File: config.mk
export PLATFORM = sky130hd
export DESIGN_NAME = idecode_stage_flat
export DESIGN_NICKNAME = d
export VERILOG_FILES = /design/src/rtl/arm_pkg.sv /design/src/rtl/idecode_stage_if.sv /design/src/rtl/idecode_comb.sv /design/src/rtl/idecode_stage.sv /design/src/flat_wrapper.sv
export SDC_FILE = /design/constraint.sdc
export NUM_CORES = 1
export LEC_CHECK = 0
export BUFFER_PORTS_ARGS = -buffer_cell sky130_fd_sc_hd__clkbuf_2
export CAP_MARGIN = 30
export CELL_PAD_IN_SITES_DETAIL_PLACEMENT = 1
export CELL_PAD_IN_SITES_GLOBAL_PLACEMENT = 1
export CORE_AREA = 2 2 157 159
export DETAILED_ROUTE_END_ITERATION = 12
export DIE_AREA = 0 0 159 161
export PLACE_DENSITY = 0.84
export RECOVER_POWER = 50
export SYNTH_ARGS = -nofsm -noshare
export SYNTH_HDL_FRONTEND = slang
export SYNTH_SLANG_ARGS = --single-unit
File: constraint.sdc
create_clock -name clk -period 4.35 [get_ports clk]
set_clock_uncertainty 0.2 [all_clocks]
set_input_delay 1.305 -clock clk [delete_from_list [all_inputs] [get_ports clk]]
set_output_delay 1.305 -clock clk [all_outputs]
set_load 0.005 [all_outputs]
File: src/rtl/arm_pkg.sv
// Shared types for the ARM32 decode stage: field enums, the decoded bundle and condition evaluation.
package arm_pkg;

    // Widest PC the bundle can carry; the stage uses only the low PC_W bits.
    localparam int PC_MAX_W = 64;

    typedef enum logic [1:0] {
        T_DP    = 2'b00,
        T_LS    = 2'b01,
        T_BR    = 2'b10,
        T_OTHER = 2'b11
    } instr_type_e;

    typedef enum logic [1:0] {
        SH_LSL = 2'b00,
        SH_LSR = 2'b01,
        SH_ASR = 2'b10,
        SH_ROR = 2'b11
    } shift_e;

    typedef enum logic [3:0] {
        C_EQ, C_NE, C_CS, C_CC, C_MI, C_PL, C_VS, C_VC,
        C_HI, C_LS, C_GE, C_LT, C_GT, C_LE, C_AL, C_NV
    } cond_e;

    typedef struct packed {
        cond_e                 cond;
        instr_type_e           types;
        logic [3:0]            opcode;
        logic [3:0]            rn;
        logic [3:0]            rd;
        logic [3:0]            rs;
        logic [3:0]            rm;
        logic                  imm_f;
        logic                  setf;
        shift_e                shift_op;
        logic [31:0]           op2;
        logic [PC_MAX_W-1:0]   br_tgt;
    } decoded_t;

    function automatic logic cond_pass(input cond_e cond, input logic [3:0] nzcv);
        logic n, z, c, v;
        {n, z, c, v} = nzcv;
        case (cond)
            C_EQ:    cond_pass = z;
            C_NE:    cond_pass = ~z;
            C_CS:    cond_pass = c;
            C_CC:    cond_pass = ~c;
            C_MI:    cond_pass = n;
            C_PL:    cond_pass = ~n;
            C_VS:    cond_pass = v;
            C_VC:    cond_pass = ~v;
            C_HI:    cond_pass = c & ~z;
            C_LS:    cond_pass = ~c | z;
            C_GE:    cond_pass = (n == v);
            C_LT:    cond_pass = (n != v);
            C_GT:    cond_pass = ~z & (n == v);
            C_LE:    cond_pass = z | (n != v);
            C_AL:    cond_pass = 1'b1;
            default: cond_pass = 1'b0;
        endcase
    endfunction

endpackage

File: src/rtl/idecode_stage_if.sv
// Fetch-side and execute-side handshake bundle of the decode stage.
interface idecode_stage_if #(parameter int PC_W = 32);
    logic             flush;
    logic             in_valid;
    logic             in_ready;
    logic [31:0]      in_ir;
    logic [PC_W-1:0]  in_pc;
    logic [3:0]       flags_nzcv;
    logic             out_valid;
    logic             out_ready;
    logic [3:0]       out_cond;
    logic [1:0]       out_types;
    logic [3:0]       out_opcode;
    logic [3:0]       out_rn;
    logic [3:0]       out_rd;
    logic [3:0]       out_rs;
    logic [3:0]       out_rm;
    logic             out_imm_f;
    logic             out_setf;
    logic [1:0]       out_shift_op;
    logic [31:0]      out_op2;
    logic [PC_W-1:0]  out_br_tgt;
    logic             out_exec;

    modport master (
        output flush, in_valid, in_ir, in_pc, flags_nzcv, out_ready,
        input  in_ready, out_valid, out_cond, out_types, out_opcode, out_rn, out_rd,
               out_rs, out_rm, out_imm_f, out_setf, out_shift_op, out_op2, out_br_tgt, out_exec
    );

    modport slave (
        input  flush, in_valid, in_ir, in_pc, flags_nzcv, out_ready,
        output in_ready, out_valid, out_cond, out_types, out_opcode, out_rn, out_rd,
               out_rs, out_rm, out_imm_f, out_setf, out_shift_op, out_op2, out_br_tgt, out_exec
    );
endinterface

File: src/rtl/idecode_comb.sv
// Pure combinational ARM32 field split: rotated-immediate expansion and branch-target arithmetic.
module idecode_comb
    import arm_pkg::*;
#(
    parameter int PC_W     = 32,
    parameter int PC_AHEAD = 8
) (
    input  logic [31:0]     ir,
    input  logic [PC_W-1:0] pc,
    output decoded_t        dec
);

    logic [4:0]              rot_amt;
    logic [63:0]             imm_dbl;
    logic [31:0]             imm_rot;
    logic signed [25:0]      br_off;
    logic signed [PC_W-1:0]  br_off_x;
    logic [PC_W-1:0]         tgt;

    // Rotating a doubled copy right leaves the 32-bit rotate-right in the low word.
    assign rot_amt  = {ir[11:8], 1'b0};
    assign imm_dbl  = {24'd0, ir[7:0], 24'd0, ir[7:0]};
    assign imm_rot  = 32'(imm_dbl >> rot_amt);

    assign br_off   = signed'({ir[23:0], 2'b00});
    assign br_off_x = PC_W'(br_off);
    assign tgt      = pc + PC_W'(PC_AHEAD) + $unsigned(br_off_x);

    always_comb begin
        dec          = '0;
        dec.cond     = cond_e'(ir[31:28]);
        dec.types    = instr_type_e'(ir[27:26]);
        dec.opcode   = ir[24:21];
        dec.rn       = ir[19:16];
        dec.rd       = ir[15:12];
        dec.rs       = ir[11:8];
        dec.rm       = ir[3:0];
        dec.imm_f    = ir[25];
        dec.setf     = ir[20];
        dec.shift_op = shift_e'(ir[6:5]);
        case (dec.types)
            T_DP:    if (ir[25]) dec.op2 = imm_rot;
            T_LS:    dec.op2 = {20'd0, ir[11:0]};
            T_BR:    dec.br_tgt = PC_MAX_W'(tgt);
            default: ;
        endcase
    end

endmodule

File: src/rtl/idecode_stage.sv
// Registered decode stage: one decoder feeding a main slot plus an optional skid slot, FIFO ordered.
module idecode_stage
    import arm_pkg::*;
#(
    parameter int PC_W     = 32,
    parameter bit SKID_EN  = 1'b1,
    parameter int PC_AHEAD = 8
) (
    input  logic            clk,
    input  logic            rst,
    idecode_stage_if.slave  bus
);

    localparam logic [1:0] ST_EMPTY = 2'd0;
    localparam logic [1:0] ST_ONE   = 2'd1;
    localparam logic [1:0] ST_TWO   = 2'd2;

    logic [1:0] state, state_nx;
    decoded_t   dec_p0, main_p1, skid_p1;
    logic       rdy_p1, vld_p1, in_rdy, in_fire, out_fire;
    logic       ld_main, ld_skid, main_from_skid;
    logic       br_unused;

    idecode_comb #(.PC_W(PC_W), .PC_AHEAD(PC_AHEAD)) u_comb (
        .ir  (bus.in_ir),
        .pc  (bus.in_pc),
        .dec (dec_p0)
    );

    assign vld_p1   = (state != ST_EMPTY);
    assign in_rdy   = SKID_EN ? rdy_p1 : (bus.out_ready | ~vld_p1);
    assign in_fire  = bus.in_valid & in_rdy;
    assign out_fire = vld_p1 & bus.out_ready;

    always_comb begin
        state_nx       = state;
        ld_main        = 1'b0;
        ld_skid        = 1'b0;
        main_from_skid = 1'b0;
        if (bus.flush) begin
            state_nx = ST_EMPTY;
        end else begin
            case (state)
                ST_EMPTY: if (in_fire) begin
                    state_nx = ST_ONE;
                    ld_main  = 1'b1;
                end
                ST_ONE: begin
                    if (in_fire && out_fire) begin
                        ld_main = 1'b1;
                    end else if (in_fire) begin
                        state_nx = ST_TWO;
                        ld_skid  = 1'b1;
                    end else if (out_fire) begin
                        state_nx = ST_EMPTY;
                    end
                end
                ST_TWO: if (out_fire) begin
                    state_nx       = ST_ONE;
                    ld_main        = 1'b1;
                    main_from_skid = 1'b1;
                end
                default: state_nx = ST_EMPTY;
            endcase
        end
    end

    // ---- p0 -> p1 register boundary ----
    always_ff @(posedge clk) begin
        if (rst) begin
            state   <= ST_EMPTY;
            rdy_p1  <= 1'b1;
            main_p1 <= '0;
            skid_p1 <= '0;
        end else begin
            state  <= state_nx;
            rdy_p1 <= (state_nx != ST_TWO);
            if (ld_main) main_p1 <= main_from_skid ? skid_p1 : dec_p0;
            if (ld_skid) skid_p1 <= dec_p0;
        end
    end

    // Bundle carries a wide target; bits above PC_W are always zero.
    assign br_unused = |(main_p1.br_tgt >> PC_W);

    assign bus.in_ready     = in_rdy;
    assign bus.out_valid    = vld_p1;
    assign bus.out_cond     = main_p1.cond;
    assign bus.out_types    = main_p1.types;
    assign bus.out_opcode   = main_p1.opcode;
    assign bus.out_rn       = main_p1.rn;
    assign bus.out_rd       = main_p1.rd;
    assign bus.out_rs       = main_p1.rs;
    assign bus.out_rm       = main_p1.rm;
    assign bus.out_imm_f    = main_p1.imm_f;
    assign bus.out_setf     = main_p1.setf;
    assign bus.out_shift_op = main_p1.shift_op;
    assign bus.out_op2      = main_p1.op2;
    assign bus.out_br_tgt   = main_p1.br_tgt[PC_W-1:0];
    assign bus.out_exec     = cond_pass(main_p1.cond, bus.flags_nzcv);

endmodule

File: src/flat_wrapper.sv
// flat-port wrapper written by rule: the top's interface ports become plain ports
module idecode_stage_flat import arm_pkg::*;
#(
    parameter int PC_W     = 32,
    parameter bit SKID_EN  = 1'b1,
    parameter int PC_AHEAD = 8
)
  (clk, rst, bus_flush, bus_in_valid, bus_in_ir, bus_in_pc, bus_flags_nzcv, bus_out_ready, bus_in_ready, bus_out_valid, bus_out_cond, bus_out_types, bus_out_opcode, bus_out_rn, bus_out_rd, bus_out_rs, bus_out_rm, bus_out_imm_f, bus_out_setf, bus_out_shift_op, bus_out_op2, bus_out_br_tgt, bus_out_exec);
  idecode_stage_if #(.PC_W(PC_W)) bus_i ();
  input  logic clk;
  input  logic rst;
  input wire logic [$bits(bus_i.flush)-1:0] bus_flush;
  input wire logic [$bits(bus_i.in_valid)-1:0] bus_in_valid;
  input wire logic [$bits(bus_i.in_ir)-1:0] bus_in_ir;
  input wire logic [$bits(bus_i.in_pc)-1:0] bus_in_pc;
  input wire logic [$bits(bus_i.flags_nzcv)-1:0] bus_flags_nzcv;
  input wire logic [$bits(bus_i.out_ready)-1:0] bus_out_ready;
  output wire logic [$bits(bus_i.in_ready)-1:0] bus_in_ready;
  output wire logic [$bits(bus_i.out_valid)-1:0] bus_out_valid;
  output wire logic [$bits(bus_i.out_cond)-1:0] bus_out_cond;
  output wire logic [$bits(bus_i.out_types)-1:0] bus_out_types;
  output wire logic [$bits(bus_i.out_opcode)-1:0] bus_out_opcode;
  output wire logic [$bits(bus_i.out_rn)-1:0] bus_out_rn;
  output wire logic [$bits(bus_i.out_rd)-1:0] bus_out_rd;
  output wire logic [$bits(bus_i.out_rs)-1:0] bus_out_rs;
  output wire logic [$bits(bus_i.out_rm)-1:0] bus_out_rm;
  output wire logic [$bits(bus_i.out_imm_f)-1:0] bus_out_imm_f;
  output wire logic [$bits(bus_i.out_setf)-1:0] bus_out_setf;
  output wire logic [$bits(bus_i.out_shift_op)-1:0] bus_out_shift_op;
  output wire logic [$bits(bus_i.out_op2)-1:0] bus_out_op2;
  output wire logic [$bits(bus_i.out_br_tgt)-1:0] bus_out_br_tgt;
  output wire logic [$bits(bus_i.out_exec)-1:0] bus_out_exec;
  assign bus_i.flush = bus_flush;
  assign bus_i.in_valid = bus_in_valid;
  assign bus_i.in_ir = bus_in_ir;
  assign bus_i.in_pc = bus_in_pc;
  assign bus_i.flags_nzcv = bus_flags_nzcv;
  assign bus_i.out_ready = bus_out_ready;
  assign bus_in_ready = bus_i.in_ready;
  assign bus_out_valid = bus_i.out_valid;
  assign bus_out_cond = bus_i.out_cond;
  assign bus_out_types = bus_i.out_types;
  assign bus_out_opcode = bus_i.out_opcode;
  assign bus_out_rn = bus_i.out_rn;
  assign bus_out_rd = bus_i.out_rd;
  assign bus_out_rs = bus_i.out_rs;
  assign bus_out_rm = bus_i.out_rm;
  assign bus_out_imm_f = bus_i.out_imm_f;
  assign bus_out_setf = bus_i.out_setf;
  assign bus_out_shift_op = bus_i.out_shift_op;
  assign bus_out_op2 = bus_i.out_op2;
  assign bus_out_br_tgt = bus_i.out_br_tgt;
  assign bus_out_exec = bus_i.out_exec;
  idecode_stage #(.PC_W(PC_W), .SKID_EN(SKID_EN), .PC_AHEAD(PC_AHEAD)) u_core (.clk(clk), .rst(rst), .bus(bus_i));
endmodule
---- After elaboration in Yosys (flattened, before gate mapping) ----
Index checks and enable logic that the tools add are counted.
word-level totals
  bits in registers ....................... 223
  input bits .............................. 73
cells by class
  add/sub/neg operators ................... 2
  eq/ne operators ......................... 21
  shifts and indexed selects .............. 1
  multiplexer cells ....................... 22
  bitwise gates (word level) .............. 10
  reduce and logical (&&, ||, !) cells .... 5
operators by type and width
  kind                                                              number
  126-bit 2-to-1 mux                                                1
  32-bit 2-to-1 mux                                                 2
  32-bit one-hot mux with 2 select lines                            1
  40-bit by 5-bit >> shifter with 32-bit output                     1
  32-bit adder                                                      1
  32-bit by 4-bit adder with 32-bit output (second input constant)  1
  4-bit == test (second input constant)                             7
  4-bit by 3-bit == test with 1-bit output (second input constant)  4
  1-bit one-hot mux with 15 select lines                            1
  2-bit 2-to-1 mux                                                  6
  1-bit 2-to-1 mux                                                  9
  4-bit by 2-bit == test with 1-bit output (second input constant)  2
  2-bit one-hot mux with 3 select lines                             1
  1-bit AND                                                         4
  2-bit by 1-bit == test with 1-bit output (second input constant)  2
  2-bit == test (second input constant)                             2
  4-bit by 1-bit == test with 1-bit output (second input constant)  1
  2-bit zero test                                                   2
  4-bit zero test                                                   1
  1-bit NOT                                                         4
  1-bit one-hot mux with 3 select lines                             1
  2-bit != test (second input constant)                             1
  1-bit OR                                                          2
  2-bit nonzero test                                                1
  other kinds (3)                                                   3

---- Depth between registers and ports, before layout ----
Gate-level depths: netlist (run 1).
  depth after elaboration ................. 8
  gate-level depth with buffers ........... 15
  depth with buffers taken out ............ 15

---- Hierarchy ----
Synthesis (run 1) repeated with hierarchy kept, for this count alone.
unflattened totals
  cells, all modules ...................... 1451
  area total of the unflattened synthesis .. 10771.6 sq um
modules (own cells, without submodules)
  module         times used  cells an instance  area each (sq um)
  idecode_stage  1           976                7531.0
  idecode_comb   1           475                3240.6

---- Least setup slack after synthesis (run 1) ----
OpenSTA, ideal clock, no wires.
  path type ............................... input to register
  start point ............................. in bus_in_pc[3]
  end point ............................... reg u_core.main_p1, in the netlist u_core.bus.out_br_tgt[31]
  setup time .............................. 134 ps
  data arrival time ....................... 3760 ps
  required time ........................... 4016 ps
  slack ................................... 257 ps
  stages .................................. 15
  cells stage by stage .................... inv_1 -> ha_1 -> inv_1 -> ha_1 -> inv_1 -> fa_1 -> and2b_1 -> o211ai_1 -> a21boi_0 -> o21ai_1 -> a2111o_1 -> a21oi_2 -> a311oi_1 -> xnor2_1 -> o22ai_1
on the way
  longest elaborated chain between the ends .. 4
RTL lines
  item                                      line                 text
  start: declaration                        flat_wrapper.sv:15   input wire logic [$bits(bus_i.in_pc)-1:0] bus_in_pc;
  32-bit by 4-bit adder with 32-bit output  idecode_comb.sv:27   assign tgt = pc + PC_W'(PC_AHEAD) + $unsigned(br_off_x);
  32-bit adder                              idecode_comb.sv:27
  32-bit 2-to-1 mux                         idecode_comb.sv:41   case (dec.types)
  126-bit 2-to-1 mux                        idecode_stage.sv:78  if (ld_main) main_p1 <= main_from_skid ? skid_p1 : dec_p0;
  end signal: assignment                    idecode_stage.sv:78
  end: declaration                          idecode_stage.sv:19  decoded_t dec_p0, main_p1, skid_p1;
No other way between the ends.
A chain may end at the register's enable or synchronous reset.

---- Worst setup path after layout (run 1) ----
  start point ............................. in bus_in_ir[1]
  end point ............................... reg u_core.main_p1, in the netlist u_core.bus.out_br_tgt[31]
on the way
  longest elaborated chain between the ends .. 3
RTL lines
  item                line                 text
  start: declaration  flat_wrapper.sv:14   input wire logic [$bits(bus_i.in_ir)-1:0] bus_in_ir;
  32-bit adder        idecode_comb.sv:27
  32-bit 2-to-1 mux   idecode_comb.sv:41
  126-bit 2-to-1 mux  idecode_stage.sv:78
No other way between the ends.

==> flow_metrics.env, run 1 <==
export IMPL_synthesis_nets=1348
export IMPL_total_power_uw=4230
export IMPL_post_cts_setup_buffers=0
export IMPL_syn_cell_area_mm2=0.009661
export IMPL_leakage_dissipation_uw=0.004549
export IMPL_post_synth_inst_count=1217
export IMPL_synthDominantCellAreaShare_pct=39.58
export IMPL_worstPathRequired_ps=4460
export IMPL_share_of_the_yosys_chip_area_belonging_to_registers_pct=39.58
export IMPL_critPathArrivalTime_ps=4310
export IMPL_drt_total_wl_um=33670
export IMPL_path_max_fanout=3
export IMPL_dieWidth_um=159
export IMPL_chipHeight_um=161
export IMPL_drt_pre_antenna_iters=7
export IMPL_regToRegSetupSlack_ps=1470
export IMPL_cts_h_tree_depth=4
export IMPL_crit_cells=17
export IMPL_initial_antenna_violation_count=1
export IMPL_post_synth_cell_area_avg_um2=7.938
export IMPL_coreArea_mm2=0.02396
export IMPL_whs_path_depth=2
export IMPL_avgRoutedWirePerCell_um=19.87
export IMPL_worst_hold_slack_ps=257.2
export IMPL_path_common_cell="sky130_fd_sc_hd__inv_1"
export IMPL_share_of_final_layout_standard_cells_stronger_than_drive_strength_1_pct=15.26
export IMPL_worst_setup_sp="bus_in_ir[1]"
export IMPL_fp_dieArea_mm2=0.02560
export IMPL_synth_cell_types=69
export IMPL_layout_min_cycle_time_ps=4204
export IMPL_critical_path_reg2reg_startpoint="u_core.state[0]$_SDFF_PP0_"
export IMPL_grt_setup_unrepaired="no"
export IMPL_critical_path_reg2reg_endpoint="u_core.skid_p1[16]$_SDFFE_PP0P_"
export IMPL_achievable_frequency_ghz=0.2379
export IMPL_start_kind="primary input"
export IMPL_synth_warnings=0
export IMPL_ys_seq_elements=191
export IMPL_cts_max_path_buffers=2
export IMPL_slew_headroom_pct=7.039
export IMPL_cts_tree="done"
export IMPL_power_ir_vdd_worst_mv=0.2039
export IMPL_dpl_hpwl_um=23770
export IMPL_first_pass_grt_wire_length_um=53810
export IMPL_yosys_area_top_type="sky130_fd_sc_hd__dfxtp_1"
export IMPL_synth_area_top_cells="sky130_fd_sc_hd__dfxtp_1 40%, sky130_fd_sc_hd__nor2_1 7.5%, sky130_fd_sc_hd__ha_1 7.4%"
export IMPL_via_per_inst=5.737
export IMPL_clock_sink_count=191
export IMPL_flow_area_growth_from_synthesis_pct=18.21
export IMPL_ys_dominant_reg_cell="sky130_fd_sc_hd__dfxtp_1"
export IMPL_buffer_ports_inserted=169
export IMPL_number_of_buffer_and_inverter_stages_on_the_critical_path=5
export IMPL_boundaryPins=170
export IMPL_drc=0
export IMPL_cp_slowest_cell="sky130_fd_sc_hd__a2111o_1"
export IMPL_final_period_utilization_pct=96.65
export IMPL_crit_path_cell_trace="clkbuf_2 > inv_1 > ha_1 > inv_1 > ha_1 > inv_1 > fa_1 > and2b_1 > o211ai_1 > a21boi_0 > buf_4 > o21ai_1 > a2111o_1 > a21oi_2 > a311oi_1 > xnor2_1 > o22ai_1"
export IMPL_r2r_cells=5
export IMPL_drtAntennaViolNets=0
export IMPL_slowest_stage_delay_on_critical_path_ps=450
export IMPL_dr_total_vias=9725
export IMPL_worstSetupEndpointType="flip-flop"
export IMPL_via_count_of_the_first_global_routing_pass=10037
export IMPL_critical_path_class="primary input to flip-flop"
export IMPL_report_final_hold_viol_count=0
export IMPL_synth_async_reset_ratio_pct=0
export IMPL_layout_nets=1488
export IMPL_max_cap_violations=0
export IMPL_synth_enable_flop_cells=0
export IMPL_hp_class="flip-flop to flip-flop"
export IMPL_track_usage_pct=26.08
export IMPL_maximum_number_of_pins_on_one_net_before_global_route_repair=71
export IMPL_initial_core_util_pct=40.31
export IMPL_powerDensity_mw_per_mm2=370.4
export IMPL_critPathCapture="u_core.bus.out_br_tgt[31]$_SDFFE_PP0P_"
export IMPL_clkLatencyLatePin_ps=450
export IMPL_slew_viol_final=0
export IMPL_placementRows=57
export IMPL_cts_buffers=17
export IMPL_gp_congestion=0.8987
export IMPL_setup_viol_count_final=0
export IMPL_clock_root_buffer="sky130_fd_sc_hd__clkbuf_16"
export IMPL_cts_reportedPaths_clkPinSlew_ps=70
export IMPL_critical_path_top_delay_family="compound AO/OA/AOI/OAI gates"
export IMPL_outcome="finished clean"
export IMPL_global_route_overflow_total=0
export IMPL_drt_first_iter_violations=818
export IMPL_finish_utilization_pct=47.66
export IMPL_timing_worst_slew_pin_value_ps=1394
## metal layers
metal	track usage [%]	up-vias	part of all wire, %
met4	8.512	0	2.6
met2	43.77	256	47
met1	34.34	4800	46
met5	0	-	0
met3	4.340	59	4.8
li1	-	4610	-
## per-stage QoR
stage | TNS, ps | cells | worst slack (ps) | instance area, um^2
after floorplan | 0 | 1217 | 256.7 | 9661
after global placement | -866.0 | 1662 | -178.4 | 10910
after detailed placement | -1168 | 1662 | -206.4 | 10910
after CTS | 0 | 1694 | 182.2 | 11520
after global routing | 0 | 1695 | 8.557 | 11420
final | 0 | 1695 | 145.8 | 11420
## layout by cell type (no fill, tap or decap), types with 5 or more instances in the layout
cell type                   instances
sky130_fd_sc_hd__and2_1             5
sky130_fd_sc_hd__clkbuf_2         111
sky130_fd_sc_hd__a22oi_1           38
sky130_fd_sc_hd__a221oi_1          17
sky130_fd_sc_hd__o21ai_0           47
sky130_fd_sc_hd__nor2_1           193
sky130_fd_sc_hd__a222oi_1          11
sky130_fd_sc_hd__nand3_1           26
sky130_fd_sc_hd__buf_4             36
sky130_fd_sc_hd__ha_1              57
sky130_fd_sc_hd__dfxtp_1          191
sky130_fd_sc_hd__xnor2_1           18
sky130_fd_sc_hd__a21oi_1          121
sky130_fd_sc_hd__nand2_1          161
sky130_fd_sc_hd__inv_1             16
sky130_fd_sc_hd__o22ai_1            5
sky130_fd_sc_hd__clkbuf_1          61
sky130_fd_sc_hd__a211oi_1          15
sky130_fd_sc_hd__a31o_2             5
sky130_fd_sc_hd__nor3_1            34
sky130_fd_sc_hd__nor2b_1           12
sky130_fd_sc_hd__and3_1            18
sky130_fd_sc_hd__clkbuf_16         17
sky130_fd_sc_hd__mux2i_1           10
sky130_fd_sc_hd__xor2_1             7
sky130_fd_sc_hd__nor4_1            18
sky130_fd_sc_hd__a31oi_1            9
sky130_fd_sc_hd__a21o_1             7
sky130_fd_sc_hd__o21ai_1            6
sky130_fd_sc_hd__a22o_1            15
sky130_fd_sc_hd__o2bb2ai_1          5
## flip-flops by register name, indices dropped and copies added (netlist names), 4 cells and up
name,cells
u_core.bus.out_rn,4
u_core.bus.out_cond,4
u_core.bus.out_rs,4
u_core.bus.out_rm,4
u_core.bus.out_opcode,4
u_core.skid_p1,94
u_core.bus.out_op2,32
u_core.bus.out_rd,4
u_core.bus.out_br_tgt,32
## cell families (layout without fill, tap and decap cells)
| family | after synthesis | in the layout | share of synthesized area, % |
|---|---|---|---|
| buf+inv | 103 | 256 | 4.106 |
| compound gates | 336 | 336 | 22.86 |
| xor+xnor | 26 | 26 | 2.357 |
| simple gates | 491 | 491 | 22.24 |
| fa+ha+maj | 58 | 58 | 7.590 |
| flops | 191 | 191 | 39.58 |
| other cells | 0 | 1 | 0 |
| mux | 12 | 12 | 1.269 |
## Yosys cell counts (16+ instances only)
library cell and n:
sky130_fd_sc_hd__dfxtp_1 191, sky130_fd_sc_hd__nand2_1 161, sky130_fd_sc_hd__a21oi_1 121, sky130_fd_sc_hd__a221oi_1 17, sky130_fd_sc_hd__o21ai_0 47, sky130_fd_sc_hd__ha_1 57
sky130_fd_sc_hd__nor4_1 17, sky130_fd_sc_hd__clkbuf_1 77, sky130_fd_sc_hd__nor3_1 34, sky130_fd_sc_hd__xnor2_1 18, sky130_fd_sc_hd__a22oi_1 38, sky130_fd_sc_hd__nand3_1 26
sky130_fd_sc_hd__and3_1 18, sky130_fd_sc_hd__nor2_1 194, sky130_fd_sc_hd__inv_1 16
## report_power, final
part | leakage [uW] | internal [uW] | switching, uW | total, uW
Clock | 0.000300 | 887 | 773 | 1660
Combinational | 0.00270 | 278 | 472 | 751
Sequential | 0.00155 | 1790 | 32.7 | 1820
## worst min-delay path: cells and delay by family (launching register included)
| kind | cells | cell delay, ps |
|---|---|---|
| and+or+nand+nor | 1 | 50 |
| DFF | 1 | 310 |
| AOI/OAI and AO/OA | 1 | 50 |
## worst min path at each step
stage                                           from                                to  slack, ps
global route        u_core.skid_p1[120]$_SDFFE_PP0P_  u_core.skid_p1[120]$_SDFFE_PP0P_        270
global placement     u_core.skid_p1[31]$_SDFFE_PP0P_   u_core.skid_p1[31]$_SDFFE_PP0P_        240
detailed placement  u_core.skid_p1[120]$_SDFFE_PP0P_  u_core.skid_p1[120]$_SDFFE_PP0P_        250
CTS                 u_core.skid_p1[120]$_SDFFE_PP0P_  u_core.skid_p1[120]$_SDFFE_PP0P_        260
finish              u_core.skid_p1[118]$_SDFFE_PP0P_  u_core.skid_p1[118]$_SDFFE_PP0P_        260
floorplan            u_core.skid_p1[16]$_SDFFE_PP0P_   u_core.skid_p1[16]$_SDFFE_PP0P_        230
## area by class of cell
class	count	area, um^2
inverter	16	60.06
tap	324	405.4
clock inverter	14	170.2
clock buffer	18	439.2
timing repair buffer	208	1055
multi-input combinational	923	5464
fill	2983	12540
sequential	191	3824
antenna	1	2.502
## what timing repair did
item,4_1_cts,5_1_grt
hold buffers,0,0
setup endpoints to repair,0,1
resized for setup,0,1
Power figures use the tool's default switching activity.
==> run 2: changes to the inputs <==
--- a/config.mk
+++ b/config.mk
@@ -5,14 +5,15 @@
 export SDC_FILE = /design/constraint.sdc
 export NUM_CORES = 1
 export LEC_CHECK = 0
-export BUFFER_PORTS_ARGS = -buffer_cell sky130_fd_sc_hd__clkbuf_2
+export BUFFER_PORTS_ARGS = -buffer_cell sky130_fd_sc_hd__buf_2
 export CAP_MARGIN = 30
 export CELL_PAD_IN_SITES_DETAIL_PLACEMENT = 1
 export CELL_PAD_IN_SITES_GLOBAL_PLACEMENT = 1
-export CORE_AREA = 2 2 157 159
+export CORE_AREA = 2 2 153 155
+export CTS_BUF_LIST = sky130_fd_sc_hd__clkbuf_8
 export DETAILED_ROUTE_END_ITERATION = 12
-export DIE_AREA = 0 0 159 161
-export PLACE_DENSITY = 0.84
+export DIE_AREA = 0 0 155 157
+export PLACE_DENSITY = 0.87
 export RECOVER_POWER = 50
 export SYNTH_ARGS = -nofsm -noshare
 export SYNTH_HDL_FRONTEND = slang
==> run 2 against run 1 <==
Net effect:
- worst hold slack gained 3.3 ps
- wire length grew 0.24%
- power shrank 10%
- register-to-register slack gained 180 ps
- die area shrank 4.9%
- final area shrank 1.6%
- clock power shrank 27%
- global-route usage grew 1.7 points
- final cell count shrank 2.0%
- clock-buffer cell count shrank 1
==> flow_metrics.env, run 2 (synthesized netlist as in run 1, its figures left out) <==
export IMPL_post_cts_setup_buffers=0
export IMPL_slew_viol_final=0
export IMPL_cts_buffers=17
export IMPL_critical_path_reg2reg_endpoint="u_core.skid_p1[4]$_SDFFE_PP0P_"
export IMPL_report_final_hold_viol_count=0
export IMPL_total_power_uw=3795
export IMPL_cts_h_tree_depth=4
export IMPL_chipHeight_um=157
export IMPL_dpl_hpwl_um=24380
export IMPL_gp_congestion=0.9131
export IMPL_global_route_overflow_total=0
export IMPL_layoutNonFillerInstCount=1661
export IMPL_initial_core_util_pct=42.93
export IMPL_clock_root_buffer="sky130_fd_sc_hd__clkbuf_8"
export IMPL_slew_headroom_pct=19.80
export IMPL_path_max_fanout=3
export IMPL_commonest_non_fill_non_tap_cell_in_the_layout="sky130_fd_sc_hd__nor2_1"
export IMPL_final_period_utilization_pct=94.74
export IMPL_leakage_dissipation_uw=0.004519
export IMPL_totalNegativeSetupSlack_ps=0
export IMPL_worstPathRequired_ps=4490
export IMPL_critical_path_class="primary input to flip-flop"
export IMPL_dr_wl_met3_um=1851
export IMPL_drc=0
export IMPL_placementRows=55
export IMPL_filler_cell_count=2841
export IMPL_number_of_flip_flops_under_the_largest_register_name=94
export IMPL_cts_tree="done"
export IMPL_cts_reportedPaths_clkPinSlew_ps=110
export IMPL_dieWidth_um=155
export IMPL_largest_register="u_core.skid_p1"
export IMPL_achievable_frequency_ghz=0.2426
export IMPL_maximum_number_of_pins_on_one_net_before_global_route_repair=72
export IMPL_critPathArrivalTime_ps=4260
export IMPL_boundaryPins=170
export IMPL_design_area_mm2=0.01124
export IMPL_worstSetupEndpointType="flip-flop"
export IMPL_maxUsedRoutingLayer="met4"
export IMPL_dpl_cell_count=1627
export IMPL_worst_setup_sp="bus_in_ir[1]"
export IMPL_outcome="finished clean"
export IMPL_route_layer_met1_wl_um=15260
export IMPL_layout_min_cycle_time_ps=4121
export IMPL_setup_viol_count_final=0
export IMPL_met2_wirelength_from_detailed_routing_um=16100
export IMPL_regToRegSetupSlack_ps=1650
export IMPL_ctsHoldBuffers=0
export IMPL_fp_dieArea_mm2=0.02434
export IMPL_mostFrequentLayoutCells="193 x sky130_fd_sc_hd__nor2_1, 191 x sky130_fd_sc_hd__dfxtp_1, 160 x sky130_fd_sc_hd__nand2_1"
export IMPL_r2r_cells=7
export IMPL_post_cts_resized=0
export IMPL_via_count_of_the_first_global_routing_pass=9802
export IMPL_track_usage_pct=27.78
export IMPL_critPathCapture="u_core.bus.out_br_tgt[31]$_SDFFE_PP0P_"
export IMPL_cts_max_path_buffers=2
export IMPL_drt_total_wl_um=33750
export IMPL_start_kind="primary input"
export IMPL_flow_area_growth_from_synthesis_pct=16.33
export IMPL_first_pass_grt_wire_length_um=53580
export IMPL_critical_path_reg2reg_startpoint="u_core.bus.in_ready$_SDFF_PP1_"
export IMPL_dr_total_vias=9857
export IMPL_via_per_inst=5.934
export IMPL_initial_antenna_violation_count=1
export IMPL_timing_worst_slew_pin_value_ps=1203
export IMPL_buffer_ports_inserted=169
export IMPL_coreArea_mm2=0.02250
export IMPL_power_ir_vdd_worst_mv=0.1883
export IMPL_clkLatencyLatePin_ps=480
export IMPL_clock_sink_count=191
export IMPL_max_cap_violations=0
export IMPL_powerDensity_mw_per_mm2=337.7
export IMPL_share_of_final_layout_standard_cells_stronger_than_drive_strength_1_pct=16.08
export IMPL_grt_setup_unrepaired="no"
export IMPL_avgRoutedWirePerCell_um=20.32
export IMPL_drtAntennaViolNets=0
export IMPL_drt_pre_antenna_iters=6
export IMPL_placed_cell_area_mm2=0.01091
export IMPL_layout_nets=1492
export IMPL_hp_class="flip-flop to flip-flop"
export IMPL_drt_first_iter_violations=712
## run 2: cell count changes in the layout (fill, tap and decap cells not counted), moves of 3 or more
| cell | previous run | this run |
|---|---|---|
| sky130_fd_sc_hd__buf_2 | 0 | 117 |
| sky130_fd_sc_hd__clkbuf_2 | 111 | 3 |
| sky130_fd_sc_hd__clkbuf_16 | 17 | 0 |
| sky130_fd_sc_hd__clkbuf_8 | 1 | 17 |
| sky130_fd_sc_hd__clkbuf_1 | 61 | 52 |
| sky130_fd_sc_hd__inv_8 | 4 | 1 |
## run 2: report_power, final
group / switching (uW) / leakage (uW) / internal, uW
Sequential: 31.7 / 0.00155 / 1790
Combinational: 470 / 0.00277 / 283
Clock: 702 / 0.000199 / 520
## run 2: cell type report
| class | count | area, um^2 | share of cell area (%) |
|---|---|---|---|
| multi-input cells | 923 | 5474 | 48.71 |
| flip-flops and latches | 191 | 3824 | 34.02 |
| repair buffers | 212 | 1121 | 9.976 |
| well taps | 285 | 356.6 | 3.173 |
| clock buffers | 17 | 234.0 | 2.082 |
| clock inverters | 15 | 163.9 | 1.458 |
| inverters | 16 | 60.06 | 0.5344 |
| diodes | 2 | 5.005 | 0.04453 |
## run 2: per-stage QoR
step / setup WS, ps / util [%] / hold slack (ps)
after floorplan: 256.7 / - / 225.1
after global placement: -211.0 / 48.50 / 236.6
after detailed placement: -315.3 / 48.50 / 245.2
after CTS: 153.8 / 50.26 / 259.0
after global routing: 42.85 / 49.93 / 282.4
final: 228.8 / 49.94 / 260.5
## run 2: worst min-delay path by stage
stage,start,endpoint,slack (ps),cells past startpoint
after floorplan,u_core.skid_p1[16]$_SDFFE_PP0P_,u_core.skid_p1[16]$_SDFFE_PP0P_,230,2
after global placement,u_core.skid_p1[31]$_SDFFE_PP0P_,u_core.skid_p1[31]$_SDFFE_PP0P_,240,2
after detailed placement,u_core.skid_p1[118]$_SDFFE_PP0P_,u_core.skid_p1[118]$_SDFFE_PP0P_,250,2
after CTS,u_core.skid_p1[118]$_SDFFE_PP0P_,u_core.skid_p1[118]$_SDFFE_PP0P_,260,2
after global routing,u_core.skid_p1[113]$_SDFFE_PP0P_,u_core.skid_p1[113]$_SDFFE_PP0P_,280,2
final,u_core.skid_p1[101]$_SDFFE_PP0P_,u_core.skid_p1[101]$_SDFFE_PP0P_,260,2
## run 2: metal layers
metal | vias up | global-route usage, %
met4 | 0 | 7.363
met2 | 293 | 46.96
met3 | 34 | 3.689
li1 | 4624 | -
met5 | - | 0
met1 | 4906 | 37.46
## run 2: worst max-delay path: stages
cell and delay [ps]:
sky130_fd_sc_hd__buf_2 90, sky130_fd_sc_hd__inv_1 50, sky130_fd_sc_hd__ha_1 260, sky130_fd_sc_hd__inv_1 60, sky130_fd_sc_hd__ha_1 160, sky130_fd_sc_hd__inv_1 50
sky130_fd_sc_hd__fa_1 370, sky130_fd_sc_hd__and2b_1 230, sky130_fd_sc_hd__o211ai_1 90, sky130_fd_sc_hd__a21boi_1 210, sky130_fd_sc_hd__buf_4 140, sky130_fd_sc_hd__o21ai_1 110
sky130_fd_sc_hd__a2111o_1 440, sky130_fd_sc_hd__a21oi_2 180, sky130_fd_sc_hd__a311oi_1 120, sky130_fd_sc_hd__xnor2_1 240, sky130_fd_sc_hd__o22ai_1 130
==> run 3: changes to the inputs <==
--- a/config.mk
+++ b/config.mk
@@ -9,10 +9,10 @@
 export CAP_MARGIN = 30
 export CELL_PAD_IN_SITES_DETAIL_PLACEMENT = 1
 export CELL_PAD_IN_SITES_GLOBAL_PLACEMENT = 1
-export CORE_AREA = 2 2 153 155
+export CORE_AREA = 2 2 177 135
 export CTS_BUF_LIST = sky130_fd_sc_hd__clkbuf_8
 export DETAILED_ROUTE_END_ITERATION = 12
-export DIE_AREA = 0 0 155 157
+export DIE_AREA = 0 0 179 137
 export PLACE_DENSITY = 0.87
 export RECOVER_POWER = 50
 export SYNTH_ARGS = -nofsm -noshare
==> constraint.sdc (replaced) <==
create_clock -name clk -period 4.5 [get_ports clk]
set_clock_uncertainty 0.2 [all_clocks]
set_input_delay 1.35 -clock clk [delete_from_list [all_inputs] [get_ports clk]]
set_output_delay 1.35 -clock clk [all_outputs]
set_load 0.005 [all_outputs]
==> run 3 against run 2 <==
Net effect:
- the flow now finishes with violations (max-capacitance violations, max-slew violations)
- via count decreased by 0.30%
- critical endpoint unchanged
- die area is 0.77% higher
- flip-flop and latch count did not move
- highest routed layer unchanged
- sequential share of layout area rose by 0.26 points
- final area fell by 0.77%
- largest cell class unchanged
- register-to-register slack improved by 190 ps
- clock power shrank 9%
- setup slack improved by 13 ps
- combinational power down 3.6%
==> flow_metrics.env, run 3 (synthesized netlist as in run 1, its figures left out) <==
export IMPL_cp_slowest_cell="sky130_fd_sc_hd__a2111o_1"
export IMPL_share_of_final_layout_standard_cells_stronger_than_drive_strength_1_pct=14.64
export IMPL_drt_total_wl_um=34230
export IMPL_drtAntennaViolNets=0
export IMPL_dpl_hpwl_um=24710
export IMPL_powerDensity_mw_per_mm2=322.7
export IMPL_clkLatencyLatePin_ps=470
export IMPL_first_pass_grt_wire_length_um=53320
export IMPL_gp_congestion=0.9344
export IMPL_worstPathRequired_ps=4630
export IMPL_report_final_hold_viol_count=0
export IMPL_share_comb_of_total_power_pct=20.2
export IMPL_chipHeight_um=137
export IMPL_global_route_overflow_total=0
export IMPL_clock_root_buffer="sky130_fd_sc_hd__clkbuf_8"
export IMPL_number_of_buffer_and_inverter_stages_on_the_critical_path=4
export IMPL_layout_min_cycle_time_ps=4258
export IMPL_layout_nets=1484
export IMPL_clock_sink_count=191
export IMPL_coreArea_mm2=0.02276
export IMPL_cts_buffers=17
export IMPL_critical_path_top_delay_family="compound AO/OA/AOI/OAI gates"
export IMPL_regToRegSetupSlack_ps=1840
export IMPL_p_int_uw=2403
export IMPL_leakage_dissipation_uw=0.004401
export IMPL_initial_core_util_pct=42.44
export IMPL_final_period_utilization_pct=94.62
export IMPL_path_max_fanout=3
export IMPL_fp_dieArea_mm2=0.02452
export IMPL_crit_path_cell_trace="buf_2 > inv_1 > ha_1 > inv_1 > ha_1 > inv_1 > fa_1 > and2b_1 > o211ai_1 > a21boi_0 > o21ai_1 > a2111o_1 > a21oi_2 > a311oi_1 > xnor2_1 > o22ai_1"
export IMPL_initial_antenna_violation_count=1
export IMPL_hp_class="flip-flop to flip-flop"
export IMPL_filler_cell_count=2849
export IMPL_timing_worst_slew_pin_value_ps=2021
export IMPL_drt_first_iter_violations=1000
export IMPL_worst_setup_sp="bus_in_ir[1]"
export IMPL_maximum_number_of_pins_on_one_net_before_global_route_repair=66
export IMPL_grt_setup_unrepaired="no"
export IMPL_dr_total_vias=9827
export IMPL_sequential_cell_fraction_of_total_power_pct=48.9
export IMPL_number_of_flip_flops_under_the_largest_register_name=94
export IMPL_critical_path_reg2reg_startpoint="u_core.state[0]$_SDFF_PP0_"
export IMPL_critPathArrivalTime_ps=4390
export IMPL_net_switching_component_of_the_power_uw=1196
export IMPL_commonest_non_fill_non_tap_cell_in_the_layout="sky130_fd_sc_hd__nor2_1"
export IMPL_dieWidth_um=179
export IMPL_placed_cell_area_mm2=0.01086
export IMPL_ctsHoldBuffers=0
export IMPL_post_cts_setup_buffers=0
export IMPL_finish_utilization_pct=48.99
export IMPL_slew_headroom_pct=-34.75
export IMPL_max_cap_violations=1
export IMPL_design_area_mm2=0.01115
export IMPL_swShare_pct=33.23
export IMPL_share_clk_of_total_power_pct=30.9
export IMPL_via_per_inst=5.895
export IMPL_power_ir_vdd_worst_mv=0.1805
export IMPL_mostFrequentLayoutCells="193 x sky130_fd_sc_hd__nor2_1, 191 x sky130_fd_sc_hd__dfxtp_1, 159 x sky130_fd_sc_hd__nand2_1"
export IMPL_buffer_ports_inserted=169
export IMPL_largest_register="u_core.skid_p1"
export IMPL_slew_viol_final=42
export IMPL_post_cts_resized=0
export IMPL_setup_viol_count_final=0
export IMPL_r2r_cells=7
export IMPL_drt_pre_antenna_iters=6
export IMPL_critical_path_reg2reg_endpoint="u_core.bus.out_op2[29]$_SDFFE_PP0P_"
export IMPL_total_power_uw=3599
export IMPL_achievable_frequency_ghz=0.2349
export IMPL_track_usage_pct=28.01
export IMPL_cts_max_path_buffers=2
export IMPL_via_count_of_the_first_global_routing_pass=9798
export IMPL_worstSetupEndpointType="flip-flop"
export IMPL_start_kind="primary input"
export IMPL_cts_tree="done"
export IMPL_flow_area_growth_from_synthesis_pct=15.44
export IMPL_cts_h_tree_depth=4
export IMPL_path_common_cell="sky130_fd_sc_hd__inv_1"
export IMPL_outcome="complete, but fails checks"
export IMPL_boundaryPins=170
export IMPL_violations="max-capacitance violations, max-slew violations"
export IMPL_drc=0
export IMPL_avgRoutedWirePerCell_um=20.53
export IMPL_cts_reportedPaths_clkPinSlew_ps=100
export IMPL_critPathCapture="u_core.bus.out_br_tgt[31]$_SDFFE_PP0P_"
export IMPL_critical_path_class="primary input to flip-flop"
export IMPL_placementRows=48
export IMPL_slowest_stage_delay_on_critical_path_ps=440
export IMPL_crit_cells=16
[run 3: power by group through the flow]
stage | Clock (uW) | Combinational [uW] | Sequential [uW]
floorplan | 0 | 453 | 1790
global placement | 0 | 692 | 1790
detailed placement | 0 | 715 | 1800
CTS | 1140 | 723 | 1760
global route | 1200 | 792 | 1760
finish | 1110 | 727 | 1760
[run 3: layout make-up]
class / count / area, um^2 / area share, %
Timing Repair Buffer: 204 / 1033 / 9.267
Clock inverter: 15 / 146.4 / 1.313
Multi-Input combinational cell: 923 / 5477 / 49.11
Antenna cell: 1 / 2.502 / 0.02244
Sequential cell: 191 / 3824 / 34.29
Clock buffer: 17 / 234.0 / 2.098
Tap cell: 300 / 375.4 / 3.366
Inverter: 16 / 60.06 / 0.5385
[run 3: metrics by stage]
step | std cells | TNS [ps] | hold slack [ps] | setup slack (ps)
floorplan | 1217 | 0 | 225.1 | 361.7
global placement | 1634 | -290.4 | 236.8 | -116.1
detailed placement | 1634 | -679.8 | 247.2 | -212.9
CTS | 1666 | 0 | 263.9 | 294.4
global route | 1667 | 0 | 282.8 | 93.39
finish | 1667 | 0 | 259.0 | 242.1
[run 3: worst min path at each step]
stage | start | endpoint | slack (ps) | cells past startpoint
6_report | u_core.skid_p1[112]$_SDFFE_PP0P_ | u_core.skid_p1[112]$_SDFFE_PP0P_ | 260 | 2
3_3_place_gp | u_core.skid_p1[31]$_SDFFE_PP0P_ | u_core.skid_p1[31]$_SDFFE_PP0P_ | 240 | 2
5_1_grt | u_core.skid_p1[109]$_SDFFE_PP0P_ | u_core.skid_p1[109]$_SDFFE_PP0P_ | 280 | 2
4_1_cts | u_core.skid_p1[98]$_SDFFE_PP0P_ | u_core.skid_p1[98]$_SDFFE_PP0P_ | 260 | 2
3_5_place_dp | u_core.skid_p1[98]$_SDFFE_PP0P_ | u_core.skid_p1[98]$_SDFFE_PP0P_ | 250 | 2
2_1_floorplan | u_core.skid_p1[16]$_SDFFE_PP0P_ | u_core.skid_p1[16]$_SDFFE_PP0P_ | 230 | 2
[run 3: layer usage]
metal	part of all wire [%]	track usage (%)	routed length, um	up-vias
met1	47	39.32	15990	4828
met5	0	0	0	-
met2	44	42.71	15020	349
met4	2.3	9.801	794	0
li1	-	-	-	4602
met3	7.1	5.500	2426	48
[run 3: worst register-to-register path, cell delays in order, from the launching register on]
cell	delay [ps]
sky130_fd_sc_hd__dfxtp_1	540
sky130_fd_sc_hd__nor2b_1	330
sky130_fd_sc_hd__nor4_2	90
sky130_fd_sc_hd__buf_4	230
sky130_fd_sc_hd__nor2_2	520
sky130_fd_sc_hd__buf_4	370
sky130_fd_sc_hd__a22oi_1	140
sky130_fd_sc_hd__a21oi_1	170
